## src/rtl/sprite_pkg.sv

```systemverilog
// ----------------------------------------------------------------------------
// sprite_pkg
// Shared definitions for the sprite memory path: default address/data widths,
// the 8:8:8 RGB pixel type, the transparent-colour key, and a small helper for
// sizing requester-index fields.
// No ports (package).
// ----------------------------------------------------------------------------
package sprite_pkg;

    localparam int SPRITE_ADDR_W = 15;
    localparam int SPRITE_DATA_W = 24;

    typedef struct packed {
        logic [7:0] r;
        logic [7:0] g;
        logic [7:0] b;
    } pixel_t;

    // Magenta is the colour key the sprite engine treats as "no pixel".
    localparam pixel_t TRANSPARENT_PIXEL = '{r: 8'hFF, g: 8'h00, b: 8'hFF};

    // Width of an index into n requesters; never narrower than one bit.
    function automatic int idx_w(input int n);
        return (n > 1) ? $clog2(n) : 1;
    endfunction

endpackage

```

## src/rtl/sprite_fetch_arbiter_rr.sv

```systemverilog
// ----------------------------------------------------------------------------
// rr_arbiter
// Combinational next-winner select over NUM_REQ requests plus the registered
// round-robin pointer. The search starts at the pointer; after a taken grant
// to index k the pointer moves to k+1, wrapping to 0.
// Build option: define ARB_FIXED_PRIORITY_EN to replace round-robin with fixed
// priority (index 0 highest); the pointer register is then not built.
// Ports:
//   Clk      sole clock
//   Reset    synchronous, active-low
//   req      per-requester request vector
//   advance  the current winner is actually being granted this cycle
//   gnt      one-hot winner (all zero when no request)
//   gnt_idx  binary index of the winner
//   any      at least one request present
// ----------------------------------------------------------------------------
module rr_arbiter
    import sprite_pkg::*;
#(
    parameter int NUM_REQ = 4,
    parameter int IDX_W   = idx_w(NUM_REQ)
) (
    input  logic               Clk,
    input  logic               Reset,
    input  logic [NUM_REQ-1:0] req,
    input  logic               advance,
    output logic [NUM_REQ-1:0] gnt,
    output logic [IDX_W-1:0]   gnt_idx,
    output logic               any
);

    logic [IDX_W-1:0] k;

`ifdef ARB_FIXED_PRIORITY_EN

    // Clock, reset and advance only matter for the pointer, which this build
    // does not have.
    logic unused_fixed;
    assign unused_fixed = &{1'b0, Clk, Reset, advance};

    always_comb begin
        // NOTE: every output of a combinational block gets a default first so
        // no path leaves it unassigned, which would infer a latch.
        gnt     = '0;
        gnt_idx = '0;
        any     = 1'b0;
        k       = '0;
        for (int i = 0; i < NUM_REQ; i++) begin
            k = IDX_W'(i);
            if (!any && req[k]) begin
                gnt[k]  = 1'b1;
                gnt_idx = k;
                any     = 1'b1;
            end
        end
    end

`else

    logic [IDX_W-1:0] ptr;

    always_comb begin
        gnt     = '0;
        gnt_idx = '0;
        any     = 1'b0;
        k       = '0;
        // Visit requesters in the order ptr, ptr+1, ... wrapping modulo
        // NUM_REQ; the first one requesting wins.
        for (int i = 0; i < NUM_REQ; i++) begin
            k = IDX_W'((int'(ptr) + i) % NUM_REQ);
            if (!any && req[k]) begin
                gnt[k]  = 1'b1;
                gnt_idx = k;
                any     = 1'b1;
            end
        end
    end

    // Pointer only moves when a grant is really issued, so idle cycles and
    // write-priority cycles leave it untouched.
    always_ff @(posedge Clk) begin
        // NOTE: sequential state uses non-blocking assignments so every
        // register samples the pre-edge values of the others.
        if (!Reset) begin
            ptr <= '0;
        end else if (advance && any) begin
            ptr <= (gnt_idx == IDX_W'(NUM_REQ - 1)) ? '0 : gnt_idx + 1'b1;
        end
    end

`endif

endmodule

```

## src/rtl/sprite_fetch_arbiter.sv

```systemverilog
// ----------------------------------------------------------------------------
// sprite_fetch_arbiter
// Shares one synchronous sprite memory between NUM_REQ read requesters and a
// single sprite-update write port. Writes have absolute priority; reads are
// round-robin (or fixed priority with ARB_FIXED_PRIORITY_EN defined).
// Timing: requests sampled in cycle T, grant and memory address registered in
// T+1, rsp_valid in T+2 alongside the memory's read data.
// Ports:
//   Clk, Reset                         clock, synchronous active-low reset
//   rd_req, rd_addr                    per-requester read request/address
//   rd_gnt                             one-hot grant pulse
//   rsp_valid, rsp_data                one-hot response marker, shared pixel
//   wr_req, wr_addr, wr_data           sprite update write request
//   wr_gnt                             write accepted pulse
//   mem_read_address, mem_write_address, mem_data_In, mem_we   to memory
//   mem_data_Out                       memory read data (1-cycle latency)
// Build option: ARB_FIXED_PRIORITY_EN (see rr_arbiter).
// ----------------------------------------------------------------------------
module sprite_fetch_arbiter
    import sprite_pkg::*;
#(
    parameter int NUM_REQ = 4,
    parameter int ADDR_W  = SPRITE_ADDR_W,
    parameter int DATA_W  = SPRITE_DATA_W
) (
    input  logic                           Clk,
    input  logic                           Reset,
    input  logic [NUM_REQ-1:0]             rd_req,
    input  logic [NUM_REQ-1:0][ADDR_W-1:0] rd_addr,
    output logic [NUM_REQ-1:0]             rd_gnt,
    output logic [NUM_REQ-1:0]             rsp_valid,
    output logic [DATA_W-1:0]              rsp_data,
    input  logic                           wr_req,
    input  logic [ADDR_W-1:0]              wr_addr,
    input  logic [DATA_W-1:0]              wr_data,
    output logic                           wr_gnt,
    output logic [ADDR_W-1:0]              mem_read_address,
    output logic [ADDR_W-1:0]              mem_write_address,
    output logic [DATA_W-1:0]              mem_data_In,
    output logic                           mem_we,
    input  logic [DATA_W-1:0]              mem_data_Out
);

    localparam int IDX_W = idx_w(NUM_REQ);

    logic [NUM_REQ-1:0] arb_gnt;
    logic [IDX_W-1:0]   arb_idx;
    logic               arb_any;
    logic               rd_fire;

    // A pending write blocks the read winner; the blocked request stays
    // asserted and is re-arbitrated next cycle, by which time the write has
    // landed, so a same-address read returns the new data.
    assign rd_fire = arb_any && !wr_req;

    rr_arbiter #(
        .NUM_REQ (NUM_REQ),
        .IDX_W   (IDX_W)
    ) u_arb (
        .Clk     (Clk),
        .Reset   (Reset),
        .req     (rd_req),
        .advance (rd_fire),
        .gnt     (arb_gnt),
        .gnt_idx (arb_idx),
        .any     (arb_any)
    );

    always_ff @(posedge Clk) begin
        // NOTE: the memory address/data registers are cleared too, so the
        // memory never sees stale values after reset; the memory array itself
        // lives outside and is not reset.
        if (!Reset) begin
            rd_gnt            <= '0;
            wr_gnt            <= 1'b0;
            mem_we            <= 1'b0;
            rsp_valid         <= '0;
            mem_read_address  <= '0;
            mem_write_address <= '0;
            mem_data_In       <= '0;
        end else begin
            wr_gnt    <= wr_req;
            mem_we    <= wr_req;
            rd_gnt    <= rd_fire ? arb_gnt : '0;
            // Response marker trails the grant by exactly the memory latency.
            rsp_valid <= rd_gnt;
            if (wr_req) begin
                mem_write_address <= wr_addr;
                mem_data_In       <= wr_data;
            end
            if (rd_fire) begin
                mem_read_address <= rd_addr[arb_idx];
            end
        end
    end

    // The memory's registered output lines up with rsp_valid.
    assign rsp_data = mem_data_Out;

endmodule

```

## config.mk

```make
export PLATFORM = sky130hd
export DESIGN_NAME = sprite_fetch_arbiter
export DESIGN_NICKNAME = d
export VERILOG_FILES = /design/src/rtl/sprite_pkg.sv /design/src/rtl/sprite_fetch_arbiter_rr.sv /design/src/rtl/sprite_fetch_arbiter.sv
export SDC_FILE = /design/constraint.sdc
export NUM_CORES = 1
export LEC_CHECK = 0
export CORE_MARGIN = 2
export CORE_UTILIZATION = 38
export CTS_BUF_LIST = sky130_fd_sc_hd__clkbuf_4
export DETAILED_ROUTE_END_ITERATION = 8
export GPL_TIMING_DRIVEN = 1
export PLACE_DENSITY = 0.93
export SLEW_MARGIN = 20
export SYNTH_ARGS = -nofsm -noshare
export SYNTH_HDL_FRONTEND = slang
export SYNTH_HIERARCHICAL = 1
export SYNTH_SLANG_ARGS = --single-unit
export TNS_END_PERCENT = 50
```

## constraint.sdc

```tcl
create_clock -name Clk -period 3.8 [get_ports Clk]
set_clock_uncertainty 0.05 [all_clocks]
set_input_delay 0.38 -clock Clk [delete_from_list [all_inputs] [get_ports Clk]]
set_output_delay 0.38 -clock Clk [all_outputs]
set_load 0.02 [all_outputs]
```

Yosys cells after proc, flatten, opt, wreduce, memory -nomap -nowiden:

Index checks and enable logic that the tools add are counted.

* add/subtract/negate cells: 4
* $lt $le $gt $ge: 9
* eq/ne operators: 1
* mux-type cells: 31
* bitwise logic cells: 3
* reduce and logical (&&, ||, !) cells: 14

Operators by type and width (number)
* $bmux 15 s2: 1
* $mux 4: 4
* $lt 2x3->1 const B: 5
* $mux 15: 1
* $mux 1: 12
* $or 4x4->4: 3
* $mux 2: 5
* $logic_and 1x1->1: 9
* $bmux 1 s2: 4
* $demux 1 s2: 4
* $ge 2x1->1 const B: 4
* $add 2x1->2 const B: 2
* $add 2x2->2 const B: 2
* $logic_not 1->1: 4
* $eq 2x2->1 const B: 1
* $reduce_and 2->1: 1

* register bits after elaboration: 65
* output and inout port bits: 88
* logic and storage cells: 69

Logic depth before layout (Yosys ltp):

* word-level depth: 14
* gate-level depth with buffers: 12
* depth with buffers taken out: 9

Modules after synthesis:

Netlist, hierarchy kept.

By module, submodules not included
* sprite_fetch_arbiter: times used 1, cells an instance 257, area each 2836.5 um^2, seq. area each 1261.2 um^2
* rr_arbiter: times used 1, cells an instance 58, area each 529.3 um^2, seq. area each 40.0 um^2

Worst setup path after synthesis:

No wires, ideal clock.

* kind: reg-to-reg
* from: reg u_arb.ptr[1]
* to: reg mem_read_address[10]
* data arrival time: 2.491 ns
* required time: 3.636 ns
* path slack: 1.145 ns
* stages on the path, launching flop included: 13
* cell sequence: dfxtp_1 buf_2 inv_1 ha_1 mux4_2 nor2_1 o221ai_2 nand3_1 buf_2 buf_2 mux2i_1 o22ai_1 a21o_1

* word-level cells in the longest chain between the ends: 14
* elaborated cells between the ends (all ways): 28

RTL lines
* from (decl): RTL line sprite_fetch_arbiter_rr.sv:60 `logic [IDX_W-1:0] ptr;`
* from (signal assigned): RTL line sprite_fetch_arbiter_rr.sv:87 `ptr <= (gnt_idx == IDX_W'(NUM_REQ - 1)) ? '0 : gnt_idx + 1'b1;`
* branches (longest 11 deep; another with $add 2x1->2)
* $mux 2 (*): RTL line sprite_fetch_arbiter_rr.sv:71 `if (!any && req[k]) begin`
* named net arb_idx[1]: RTL line sprite_fetch_arbiter.sv:47 `logic [IDX_W-1:0] arb_idx;`
* $bmux 15 s2 (*): RTL line sprite_fetch_arbiter.sv:92 `mem_read_address <= rd_addr[arb_idx];`
* $mux 15 (implied by the code) (*): RTL line sprite_fetch_arbiter.sv:92
* to (signal assigned): RTL line sprite_fetch_arbiter.sv:92
* to (decl): RTL line sprite_fetch_arbiter.sv:37 `output logic [ADDR_W-1:0] mem_read_address,`

Mark *: on every way through the listed nets, which the timed path passes. The select of a mux whose other input is x is not followed.
A chain may end at the register's enable or synchronous reset.

==> impl_metrics.json <==
{
  "status": "finished clean",
  "grt-ovfl-total": 0,
  "vdd_drop_max_mv": 0.3737,
  "dr.first_iter.drc_count": 63,
  "total_power_mw": 3.042,
  "antenna_cells": 0,
  "p_switching_mw": 1.163,
  "fin_util": 0.5836,
  "htreeDepth": 3,
  "num_rows": 34,
  "port_buffers": 169,
  "numCtsBuffers": 9,
  "final.setup.worst_slack_ps": 414.2,
  "pre_cts_ws_ps": 429.2,
  "crit_path_max_incr_delay_ps": 670,
  "syn_area_per_cell_sq_um": 10.68,
  "cts_setup_buffers": 0,
  "slew_headroom": 0.5466,
  "clkTransAtPathRegs_ps": 110,
  "viasPerCell": 4.995,
  "p_leak_nw": 2.130,
  "grt_max_degree": 51,
  "p_clk_frac": 0.151,
  "power_frac_seq": 0.304,
  "syn_to_final_growth_pct": 49.74,
  "drive_gt1_frac": 0.07625,
  "crit_fanout": 15,
  "ys_warn_count": 6,
  "antenna_found_initial": 0,
  "ctsRootBufferMaster": "clkbuf_4",
  "synthArstFlopShare": 0,
  "stdcell_count": 567,
  "initial_core_util": 0.3897,
  "drc": 0,
  "final_area_sq_um": 5040,
  "cts_tree": "done",
  "syn_nets": 450,
  "clk_latency_ps": 400,
  "sw_frac_of_total": 0.3824,
  "syn-cell-area_sq_um": 3366,
  "final_cell_mix": "clkdlybuf4s50_1, mux2i_1, dfxtp_1, nor2b_1, a21o_1",
  "vias": 2832,
  "hold_buffers": 0,
  "dp_hpwl_um": 7091,
  "rsz0062_at_grt": "no",
  "nNetsFinal": 589,
  "synth_edf_count": 0,
  "crit_chain": "inv_1, ha_1, mux4_2, or4_4, nor2b_4, nor2b_2, a21o_1",
  "critPathRequiredTime_ps": 4090,
  "synthCells": 315,
  "mostFrequentLayoutCell": "clkdlybuf4s50_1",
  "cts_buffer_depth": 2,
  "dpl-instance-area_sq_um": 4901,
  "place.gp.congestion": 0.8700,
  "synth-seq-area-share": 0.3866,
  "clock.fmax_ghz": 0.2953,
  "maxCapViolations": 0,
  "cts_sinks": 65,
  "internal_power_mw": 1.879,
  "finalSetupViolations": 0,
  "period_share": 0.8910,
  "cts_resized": 0,
  "io-pin-count": 218,
  "ys_types": 39,
  "die_x_um": 98.11,
  "die_area_sq_um": 9626,
  "detail-route-antenna-nets": 0,
  "setup_tns_ps": 0,
  "wire_per_inst_um": 16.04,
  "slew_violations": 0,
  "hold_slack_ps": 400.0,
  "worstMarginPinSlew_ps": 677.0,
  "wl_um": 9094,
  "die_h_um": 98.11,
  "end_kind": "flip-flop",
  "critPathLaunchType": "flip-flop",
  "arrival_ps": 3680,
  "grt_pass1_vias": 2904,
  "dp.cells": 551,
  "power_per_cell_area_nw_per_um2": 603.7,
  "first_pass_iters": 4,
  "hold_violations": 0,
  "hold_path.class": "reg -> reg",
  "power_frac_comb": 0.545,
  "period_needed_ps": 3386,
  "crit_slowest_cell": "dfxtp_1",
  "grt_pass1_wl_um": 14520,
  "synth-seq-cells": 65,
  "setup.worst_path.class": "reg -> reg",
  "track_usage": 0.1880,
  "synthFlopType": "dfxtp_1",
  "core_sq_um": 8636
}
==> power groups by stage <==
stage / clock (mW) / combinational, mW / sequential (mW)
floorplan: 0 / 1.09 / 1.04
global placement: 0 / 1.60 / 0.932
detailed placement: 0 / 1.66 / 0.941
CTS: 0.478 / 1.67 / 0.925
global route: 0.508 / 1.77 / 0.943
finish: 0.459 / 1.66 / 0.924
==> worst max-delay path, delay by kind of cell, from the launching register on <==
kind | cells | cell delay, ps
flops | 1 | 670
buf+inv | 1 | 210
compound gates | 1 | 220
fa+ha+maj | 1 | 450
simple gates | 3 | 1370
mux | 1 | 370
==> registers in the layout (all words and copies together), names as in the netlist, named ones only <==
register           flops
mem_data_In           24
mem_we                 1
mem_write_address     15
rsp_valid              4
mem_read_address      15
rd_gnt                 4
u_arb/ptr              1
==> worst paths after layout <==
path / start / endpoint / slack, ps / depth (start not counted)
min reg2reg: rd_gnt[1] / rsp_valid[1] / 400 / 1
min: rd_gnt[1] / rsp_valid[1] / 400 / 1
max: flip-flop / mem_read_address[1] / 410 / 7
max reg2reg: flip-flop / mem_read_address[1] / 410 / 7
==> per-layer routing <==
metal	vias up	global-route usage	routed length [um]
li1	1381	-	-
met1	1330	0.2137	3586
met2	93	0.3367	4836
met3	28	0.05154	490
met4	0	0.06731	181
met5	-	0	0
==> final cells by class <==
class | count | area [sq um]
Sequential cell | 65 | 1301
Multi-Input combinational cell | 203 | 1740
Timing Repair Buffer | 173 | 1717
Inverter | 2 | 7.507
Clock inverter | 5 | 56.30
Tap cell | 108 | 135.1
Fill cell | 737 | 3596
Clock buffer | 11 | 82.58
==> logic make-up after synthesis <==
family | Yosys count | synth area share
AND/OR/NAND/NOR | 72 | 0.1431
buffers and inverters | 47 | 0.09777
multiplexers | 75 | 0.2379
AO/OA/AOI/OAI | 50 | 0.1134
flip-flops | 65 | 0.3866
XOR/XNOR | 1 | 0.002603
adder cells (fa/ha/maj) | 5 | 0.01859
==> synth_stat cells, drive strengths merged, types with 2 or more instances <==
cell / count / area (sq um)
buf: 40 / 300.3
o21ai: 3 / 15.01
ha: 5 / 62.56
a22oi: 4 / 30.03
mux4: 4 / 90.09
a221o: 4 / 40.04
and2: 6 / 37.54
o211ai: 2 / 15.01
nand2: 5 / 18.77
nor2b: 43 / 281.5
dfxtp: 65 / 1301
nor2: 8 / 30.03
clkbuf: 5 / 21.27
and3: 4 / 25.02
a21o: 15 / 112.6
mux2i: 71 / 710.7
inv: 2 / 7.510
o22ai: 14 / 87.58
Note: power is estimated with default switching activity, not from simulation.
